## src/rtl/smod_seq.sv

```systemverilog
// smod_seq: multi-cycle signed divide/modulo unit.
// Operands are reduced to unsigned magnitudes and divided by a restoring
// divider that produces one quotient bit per cycle, MSB first. Signs are
// applied in a final fix-up cycle: the quotient truncates toward zero and
// the remainder follows the sign of the dividend. A zero divisor skips the
// iteration and returns quot = -1, rem = a.
module smod_seq #(
   parameter int DATAWIDTH = 64
) (
   input  logic                 clk,
   input  logic                 rst,
   input  logic                 start,
   input  logic [DATAWIDTH-1:0] a,
   input  logic [DATAWIDTH-1:0] b,
   output logic                 busy,
   output logic                 done,
   output logic [DATAWIDTH-1:0] quot,
   output logic [DATAWIDTH-1:0] rem,
   output logic                 rem_zero,
   output logic                 div_by_zero
);

   localparam int CW = (DATAWIDTH > 2) ? $clog2(DATAWIDTH) : 1;

   typedef enum logic [1:0] {
      ST_IDLE = 2'd0,
      ST_CALC = 2'd1,
      ST_FIX  = 2'd2
   } state_t;

   // Two's-complement negate when neg is set, pass through otherwise.
   function automatic logic [DATAWIDTH-1:0] cond_neg(
      input logic [DATAWIDTH-1:0] v,
      input logic                 neg
   );
      logic [DATAWIDTH-1:0] res;
      if (neg) begin
         res = ~v + {{(DATAWIDTH-1){1'b0}}, 1'b1};
      end else begin
         res = v;
      end
      return res;
   endfunction

   // Unsigned magnitude of a signed value; |-2^(W-1)| = 2^(W-1) is exact.
   function automatic logic [DATAWIDTH-1:0] abs_val(
      input logic [DATAWIDTH-1:0] v
   );
      return cond_neg(v, v[DATAWIDTH-1]);
   endfunction

   // Sequencer and datapath state
   state_t               state_r, state_s;
   logic [CW-1:0]        cnt_r, cnt_s;
   logic [DATAWIDTH-1:0] dvd_r, dvd_s;     // |a|, shifted out MSB first
   logic [DATAWIDTH-1:0] dvs_r, dvs_s;     // |b|
   logic [DATAWIDTH-1:0] prem_r, prem_s;   // partial remainder (< |b|)
   logic [DATAWIDTH-1:0] quo_r, quo_s;     // unsigned quotient bits
   logic                 sa_r, sa_s;       // sign of dividend
   logic                 sq_r, sq_s;       // sign of quotient
   logic                 dbz_r, dbz_s;     // captured divisor was zero

   // Output registers
   logic                 busy_r, busy_s;
   logic                 done_r, done_s;
   logic [DATAWIDTH-1:0] quot_r, quot_s;
   logic [DATAWIDTH-1:0] rem_r, rem_s;
   logic                 rz_r, rz_s;
   logic                 dbzo_r, dbzo_s;

   // Restoring step operands (partial remainder widened to W+1 bits)
   logic [DATAWIDTH:0]   shifted_s;
   logic [DATAWIDTH-1:0] trial_s;
   logic                 take_s;

   assign busy        = busy_r;
   assign done        = done_r;
   assign quot        = quot_r;
   assign rem         = rem_r;
   assign rem_zero    = rz_r;
   assign div_by_zero = dbzo_r;

   // One restoring step: shift in next dividend bit, subtract |b| if it fits.
   always_comb begin
      shifted_s = {prem_r, dvd_r[DATAWIDTH-1]};
      take_s    = (shifted_s >= {1'b0, dvs_r});
      // When take_s is set the true difference is below |b|, so W bits hold it.
      trial_s   = shifted_s[DATAWIDTH-1:0] - dvs_r;
   end

   // Next-state and next-output logic for IDLE -> CALC -> FIX sequencing.
   always_comb begin
      state_s = state_r;
      cnt_s   = cnt_r;
      dvd_s   = dvd_r;
      dvs_s   = dvs_r;
      prem_s  = prem_r;
      quo_s   = quo_r;
      sa_s    = sa_r;
      sq_s    = sq_r;
      dbz_s   = dbz_r;
      busy_s  = busy_r;
      done_s  = 1'b0;
      quot_s  = quot_r;
      rem_s   = rem_r;
      rz_s    = rz_r;
      dbzo_s  = dbzo_r;

      case (state_r)
         ST_IDLE: begin
            if (start) begin
               dvd_s  = abs_val(a);
               dvs_s  = abs_val(b);
               sa_s   = a[DATAWIDTH-1];
               sq_s   = a[DATAWIDTH-1] ^ b[DATAWIDTH-1];
               prem_s = {DATAWIDTH{1'b0}};
               quo_s  = {DATAWIDTH{1'b0}};
               busy_s = 1'b1;
               if (b == {DATAWIDTH{1'b0}}) begin
                  dbz_s   = 1'b1;
                  cnt_s   = {CW{1'b0}};
                  state_s = ST_FIX;
               end else begin
                  dbz_s   = 1'b0;
                  cnt_s   = CW'(DATAWIDTH - 1);
                  state_s = ST_CALC;
               end
            end else begin
               state_s = ST_IDLE;
            end
         end

         ST_CALC: begin
            if (take_s) begin
               prem_s = trial_s;
            end else begin
               prem_s = shifted_s[DATAWIDTH-1:0];
            end
            quo_s = {quo_r[DATAWIDTH-2:0], take_s};
            dvd_s = {dvd_r[DATAWIDTH-2:0], 1'b0};
            if (cnt_r == {CW{1'b0}}) begin
               state_s = ST_FIX;
            end else begin
               cnt_s = cnt_r - {{(CW-1){1'b0}}, 1'b1};
            end
         end

         ST_FIX: begin
            if (dbz_r) begin
               // dvd_r still holds |a|; re-signing it restores a exactly.
               quot_s = {DATAWIDTH{1'b1}};
               rem_s  = cond_neg(dvd_r, sa_r);
            end else begin
               quot_s = cond_neg(quo_r, sq_r);
               rem_s  = cond_neg(prem_r, sa_r);
            end
            rz_s    = (rem_s == {DATAWIDTH{1'b0}});
            dbzo_s  = dbz_r;
            done_s  = 1'b1;
            busy_s  = 1'b0;
            state_s = ST_IDLE;
         end

         default: begin
            state_s = ST_IDLE;
            busy_s  = 1'b0;
         end
      endcase
   end

   // State, datapath and output registers with asynchronous clear.
   always_ff @(posedge clk or negedge rst) begin
      if (!rst) begin
         state_r <= ST_IDLE;
         cnt_r   <= {CW{1'b0}};
         dvd_r   <= {DATAWIDTH{1'b0}};
         dvs_r   <= {DATAWIDTH{1'b0}};
         prem_r  <= {DATAWIDTH{1'b0}};
         quo_r   <= {DATAWIDTH{1'b0}};
         sa_r    <= 1'b0;
         sq_r    <= 1'b0;
         dbz_r   <= 1'b0;
         busy_r  <= 1'b0;
         done_r  <= 1'b0;
         quot_r  <= {DATAWIDTH{1'b0}};
         rem_r   <= {DATAWIDTH{1'b0}};
         rz_r    <= 1'b0;
         dbzo_r  <= 1'b0;
      end else begin
         state_r <= state_s;
         cnt_r   <= cnt_s;
         dvd_r   <= dvd_s;
         dvs_r   <= dvs_s;
         prem_r  <= prem_s;
         quo_r   <= quo_s;
         sa_r    <= sa_s;
         sq_r    <= sq_s;
         dbz_r   <= dbz_s;
         busy_r  <= busy_s;
         done_r  <= done_s;
         quot_r  <= quot_s;
         rem_r   <= rem_s;
         rz_r    <= rz_s;
         dbzo_r  <= dbzo_s;
      end
   end

endmodule
```

## config.mk

```make
export PLATFORM = sky130hd
export DESIGN_NAME = smod_seq
export DESIGN_NICKNAME = d
export VERILOG_FILES = /design/src/rtl/smod_seq.sv
export SDC_FILE = /design/constraint.sdc
export NUM_CORES = 1
export LEC_CHECK = 0
export ABC_AREA = 1
export CAP_MARGIN = 10
export CORE_MARGIN = 2
export CORE_UTILIZATION = 45
export CTS_BUF_LIST = sky130_fd_sc_hd__clkbuf_4
export CTS_CLUSTER_DIAMETER = 150
export DETAILED_ROUTE_END_ITERATION = 8
export PLACE_DENSITY = 0.78
export SLEW_MARGIN = 20
export SYNTH_ARGS = -nofsm -noshare
export SYNTH_HDL_FRONTEND = slang
export SYNTH_SLANG_ARGS = --single-unit
```

## constraint.sdc

```tcl
create_clock -name clk -period 2.25 [get_ports clk]
set_input_delay 0.45 -clock clk [delete_from_list [all_inputs] [get_ports clk]]
set_output_delay 0.45 -clock clk [all_outputs]
set_load 0.03 [all_outputs]
```

Yosys cells after proc, flatten, opt, wreduce, memory -nomap -nowiden
Cells that the tools add are included.

Register bits after elaboration: 399. Bits in latches: 0. Bits in writable memories: 0. ROM bits: 0. Output and inout port bits: 132. Word-level logic and storage cells: 70. Memories kept: 0.

Add/subtract/negate cells: 7. $mul: 0. Divide/modulo/power cells: 0. Magnitude comparators: 1. Eq/ne operators: 5. Shifts and indexed selects: 0. Multiplexer cells: 26. Bitwise gates (word level): 7. Reductions and logical operators: 9.

Operators with widths (count): 64-bit two-way mux (11); 64-bit one-hot mux with 2 select lines (3); 64-bit by 1-bit adder with 64-bit output, second input constant (5); 64-bit NOT (5); 64-bit zero test (2); 65-bit by 64-bit >= comparator with 1-bit output (1); 64-bit subtractor (1); 6-bit two-way mux (3); 6-bit one-hot mux with 2 select lines (1); 6-bit zero test (1); 2-bit two-way mux (3); 2-bit != test, second input constant (3); 2-bit AND reduction (3); 6-bit by 1-bit subtractor with 6-bit output, second input constant (1); 2-bit one-hot mux with 2 select lines (1); 1-bit two-way mux (3); 3-bit AND reduction (1); 2-bit by 1-bit == test with 1-bit output, second input constant (1); 2-bit == test, second input constant (1); 2-bit zero test (1); 1-bit one-hot mux with 2 select lines (1); 2-bit nonzero test (1); 1-bit NOT (1); 1-bit XOR (1).

Logic depth before layout (Yosys ltp)
Depth after elaboration: 6. Mapped depth: 19. Gate-level depth less buffers: 19.

Worst setup path before layout
Ideal clock, no wire load.

Path kind: register -> register. Start point: register dvd_r[63]. End point: register prem_r[44]. Setup time: 0.130 ns. Arrival time: 2.219 ns. Setup slack: -0.099 ns. Cell stages (with the launch flop): 17. Buffers on the path: 0. Cell sequence: dfrtp_1 inv_1 ha_1 inv_1 fa_1 nand2_1 nand2_2 a21oi_1 inv_1 a21oi_1 o21ai_1 nand2_1 nand3b_1 nand2_1 nand2_1 nand3_1 o21ai_0.

Word-level cells in the longest chain between the ends: 3. Elaborated cells on any way between the ends: 4.

Ends and longest elaborated chain: start, declared (RTL line 55) `logic [DATAWIDTH-1:0] dvd_r, dvd_s;`; start signal, assigned (RTL line 176) `dvd_r <= {DATAWIDTH{1'b0}};`; start signal, assigned (RTL line 192) `dvd_r <= dvd_s;`; 64-bit subtractor or 65-bit by 64-bit >= comparator with 1-bit output (tied branches) (RTL line 88, 86); 64-bit two-way mux (*) (RTL line 134) `if (take_s) begin`; 64-bit one-hot mux with 2 select lines (*) (RTL line 109) `case (state_r)`; end signal, assigned (RTL line 178) `prem_r <= {DATAWIDTH{1'b0}};`; end signal, assigned (RTL line 194) `prem_r <= prem_s;`; end, declared (RTL line 57) `logic [DATAWIDTH-1:0] prem_r, prem_s;`.

Every way passes the cells marked *; elsewhere a longest branch is shown, timed or not. A chain may end at the register's enable or synchronous reset.

Worst setup path after layout
Start point: register dvs_r[4]. End point: register prem_r[5].

Word-level cells in the longest chain between the ends: 3. Elaborated cells on any way between the ends: 4.

Ends and longest elaborated chain: start, declared (RTL line 56) `logic [DATAWIDTH-1:0] dvs_r, dvs_s;`; start signal, assigned (RTL line 177) `dvs_r <= {DATAWIDTH{1'b0}};`; start signal, assigned (RTL line 193) `dvs_r <= dvs_s;`; 64-bit subtractor or 65-bit by 64-bit >= comparator with 1-bit output (tied branches) (RTL line 88, 86); 64-bit two-way mux (*) (RTL line 134); 64-bit one-hot mux with 2 select lines (*) (RTL line 109).

Marked as above.

==> metrics.csv <==
stage,metric,value,unit
power_and_ir_drop,worst vdd ir,0.626,mV
min_path,worst hold path type,in2async,
worst_setup_path,"critical path, cell by cell","inv_1, ha_4, buf_6, a21oi_4, a21boi_4, o21bai_4, nand3_2, nand2_4, nand3_4, nand3_4, nand2_8, nand2_8, buf_6, buf_16, nand2_4, nand3_2, o21ai_2",
clock_tree,worst-skew pair later-pin latency,1.03,ns
sta,clock skew,0.112,ns
floorplanning,core area,71200,µm²
cells_and_area,area delta synth->final,59.6,%
clock_tree,TritonCTS buffer count,111,
floorplanning,IO Pins,263,
run,max_cap viols,0,
worst_setup_path,CP max FO,8,
sta,endpoints failing setup,114,
placement,placed cells,7274,
sta,setup repair after global routing missed its margin,yes,
placement,hpwl dp,112000,µm
sta,Max Slew Vio Count,0,
synth,Synth cell types,64,
cells_and_area,post-route cell area,51600,µm²
clock_tree,root buf cell,clkbuf_4,
clock_tree,maximum clock path buffer count,3,
synth,Synth Instances,5072,
synth,"EDFF count, synth",0,
power_and_ir_drop,combinational share of power,0.647,
power_and_ir_drop,Seq pwr share,0.202,
worst_setup_path,WP data arrival,4.10,ns
clock_tree,TritonCTS clock tree,yes,
global_routing,first-pass GRT wire length,230000,µm
synth,syn_nets,5275,
worst_setup_path,Required @ worst endpoint,3.14,ns
sta,Period minus WS final,3.22,ns
sta,f_max,0.311,GHz
clock_tree,htree depth,3,
worst_setup_path,"slowest stage delay, CP",0.49,ns
worst_setup_path,CP startpoint kind,flop,
placement,PortBufs,262,
power_and_ir_drop,Sw Ratio,0.463,
global_routing,vias in the first global route,40843,
placement,Final GP Congestion,1.03,
worst_setup_path,FF-to-FF End,prem_r[5]$_DFFE_PN0P_,
cells_and_area,share of cells above drive strength 1,0.360,
global_routing,initial antenna violation count,5,
outcome,violated checks,"DRC, setup timing",
placement,Place WS,-0.955,ns
detailed_routing,Routed Antenna Nets,0,
clock_tree,clock sink count,399,
clock_tree,"Clk pin slew, worst setup/hold paths",0.09,ns
synth,"Warnings, synthesis",0,
detailed_routing,DR iter-0 viols,5389,
floorplanning,Die Width,272,µm
power_and_ir_drop,Clk network pwr share,0.151,
cells_and_area,post-route insts no fill,7595,
sta,Slew HR,0.378,
floorplanning,num rows,98,
synth,"Seq/Total Area, Yosys",0.309,
synth,"Cell Area, Synth",32300,µm²
synth,asr flop ratio synth,1.00,
detailed_routing,vias,43486,
worst_setup_path,reg2reg path depth,17,
detailed_routing,routed len/inst,21.1,µm
sta,final period utilization,1.43,
worst_setup_path,Critical R2R Launch,dvs_r[4]$_DFFE_PN0P_,
worst_setup_path,r2r setup slk,-0.97,ns
floorplanning,die footprint,74000,µm²
sta,Final Hold Fails,0,
global_routing,Total GRT Usage,0.400,
global_routing,grt ovf,0,
global_routing,largest net degree at the start of global routing,138,
synth,Avg Synthesized Cell Area,6.37,µm²
worst_setup_path,CP max-delay cell,a21boi_4,
cells_and_area,fin nets,6765,
power_and_ir_drop,P_sw,0.0209,W
power_and_ir_drop,Tot Pwr,0.0452,W
synth,Seq cells post-synth,399,
sta,setup TNS,-61.75,ns
floorplanning,Chip Height,272,µm
detailed_routing,DRC Markers,4,
synth,ys flop type,dfrtp_1,
worst_setup_path,Crit Path Category,reg2reg,
detailed_routing,DR pass1 iterations,9,
power_and_ir_drop,Lkg Pwr,25.6,nW
power_and_ir_drop,Power Dens Cells,877,nW/µm²
placement,Placement Cell Area,44500,µm²
worst_setup_path,CP Capture Type,flop,
floorplanning,Initial Utilization,0.454,
detailed_routing,WL final,161000,µm
power_and_ir_drop,Pint,0.0243,W
outcome,outcome,"finished, violations left",
sta,worst slew pin tran,0.929,ns
detailed_routing,Via density,5.73,
sta,setup ws final,-0.966,ns
-- synthesized netlist by cell type (all sizes together) (16+ instances only) --
master | n | share of area
o211ai | 23 | 0.0053
nor2 | 751 | 0.090
inv | 664 | 0.077
nand4 | 94 | 0.019
dfrtp | 399 | 0.31
xor2 | 104 | 0.028
o221ai | 16 | 0.0043
nand2 | 1206 | 0.14
nor4 | 32 | 0.0069
nor3 | 64 | 0.012
ha | 71 | 0.027
xnor2 | 39 | 0.011
nand3 | 538 | 0.087
o22ai | 89 | 0.017
a31oi | 67 | 0.013
buf | 79 | 0.014
nand3b | 19 | 0.0044
o21ai | 488 | 0.077
a21oi | 152 | 0.024
clkbuf | 98 | 0.011
-- cell type report --
type	instances	area, µm²
antenna	4	10.0
clock buffer	151	1130
clock inverter	41	219
fill	5663	19700
inverter	668	2540
multi-input combinational	3829	23000
sequential	399	10000
tap	950	1190
timing repair buffer	1553	13400
-- power groups by stage --
stage	clock network, W	registers (W)	logic [W]
2_1_floorplan	0	0.00866	0.00956
3_3_place_gp	0	0.00877	0.0196
3_5_place_dp	0	0.00877	0.0199
4_1_cts	0.00676	0.00883	0.0254
5_1_grt	0.00723	0.00907	0.0307
6_report	0.00683	0.00913	0.0293
-- sequential cells by signal, indices dropped and copies added, names as in the netlist, 2 cells and up --
name / count
cnt_r: 6
dvd_r: 64
dvs_r: 64
prem_r: 64
quo_r: 64
quot: 64
rem: 64
state_r: 2
-- critical path, delay by kind of cell, from the launching register on --
| kind | cells | cell delay [ns] |
|---|---|---|
| buffers and inverters | 4 | 0.54 |
| flip-flops | 1 | 0.41 |
| adder cells (fa/ha/maj) | 1 | 0.22 |
| AND/OR/NAND/NOR | 8 | 0.79 |
| AO/OA/AOI/OAI | 4 | 1.08 |
-- cells in the final DEF (no fill, tap or decap), drive strengths merged, types with 15 or more instances in the layout --
master            n
clkinv           40
buf            1293
o221ai           16
clkbuf          156
xor2            104
o22ai            89
nand3b           19
nand3           538
o21ai           488
a21oi           152
o21bai           15
nor4             32
dfrtp           399
clkdlybuf4s50   127
xnor2            39
nand2          1207
ha               71
dlygate4sd2      69
o211ai           23
nor3             64
a31oi            67
clkdlybuf4s15    53
nor2            751
inv             669
nand4            94
-- how the worst max path moves through the flow --
stage	startpoint	to	slack (ns)
floorplan	prem_r[1]$_DFFE_PN0P_	prem_r[51]$_DFFE_PN0P_	0.006
global placement	a[0]	dvd_r[63]$_DFFE_PN0P_	-0.93
detailed placement	a[2]	dvd_r[63]$_DFFE_PN0P_	-0.96
CTS	prem_r[1]$_DFFE_PN0P_	prem_r[57]$_DFFE_PN0P_	-0.38
global route	prem_r[7]$_DFFE_PN0P_	prem_r[39]$_DFFE_PN0P_	-1.00
finish	dvs_r[4]$_DFFE_PN0P_	prem_r[5]$_DFFE_PN0P_	-0.97
-- through the flow --
stage	hold WS (ns)	util
final	0.118	0.724
after global routing	0.104	0.724
after CTS	0.0997	0.697
after detailed placement	0.300	0.625
after global placement	0.299	0.625
after floorplan	0.154	-
-- repair_timing --
action	CTS	global route
setup endpoints to repair	231	140
setup buffers	73	43
gates resized for setup	933	491
pin swaps	146	169
gates cloned	21	1
endpoints found under the hold margin	400	0
hold buffers	3	0
-- cell families (layout without fill, tap and decap cells) --
| kind of cell | Yosys count | count (layout) | synth area share |
|---|---|---|---|
| other | 0 | 4 | 0 |
| and+or+nand+nor | 2716 | 2717 | 0.363 |
| xor gates and xnor gates | 143 | 143 | 0.0388 |
| DFF | 399 | 399 | 0.309 |
| buffers and inverters | 845 | 2413 | 0.103 |
| adders and majority gates | 72 | 72 | 0.0281 |
| AOI/OAI and AO/OA | 897 | 897 | 0.158 |
-- layer usage --
layer | GRT usage | vias up | wire length (µm)
met5 | 0 | - | 26
met4 | 0.201 | 4 | 10600
met3 | 0.0926 | 711 | 18200
met2 | 0.620 | 2692 | 68600
met1 | 0.522 | 20276 | 63100
li1 | - | 19803 | -
(Power assumes the default switching activity.)
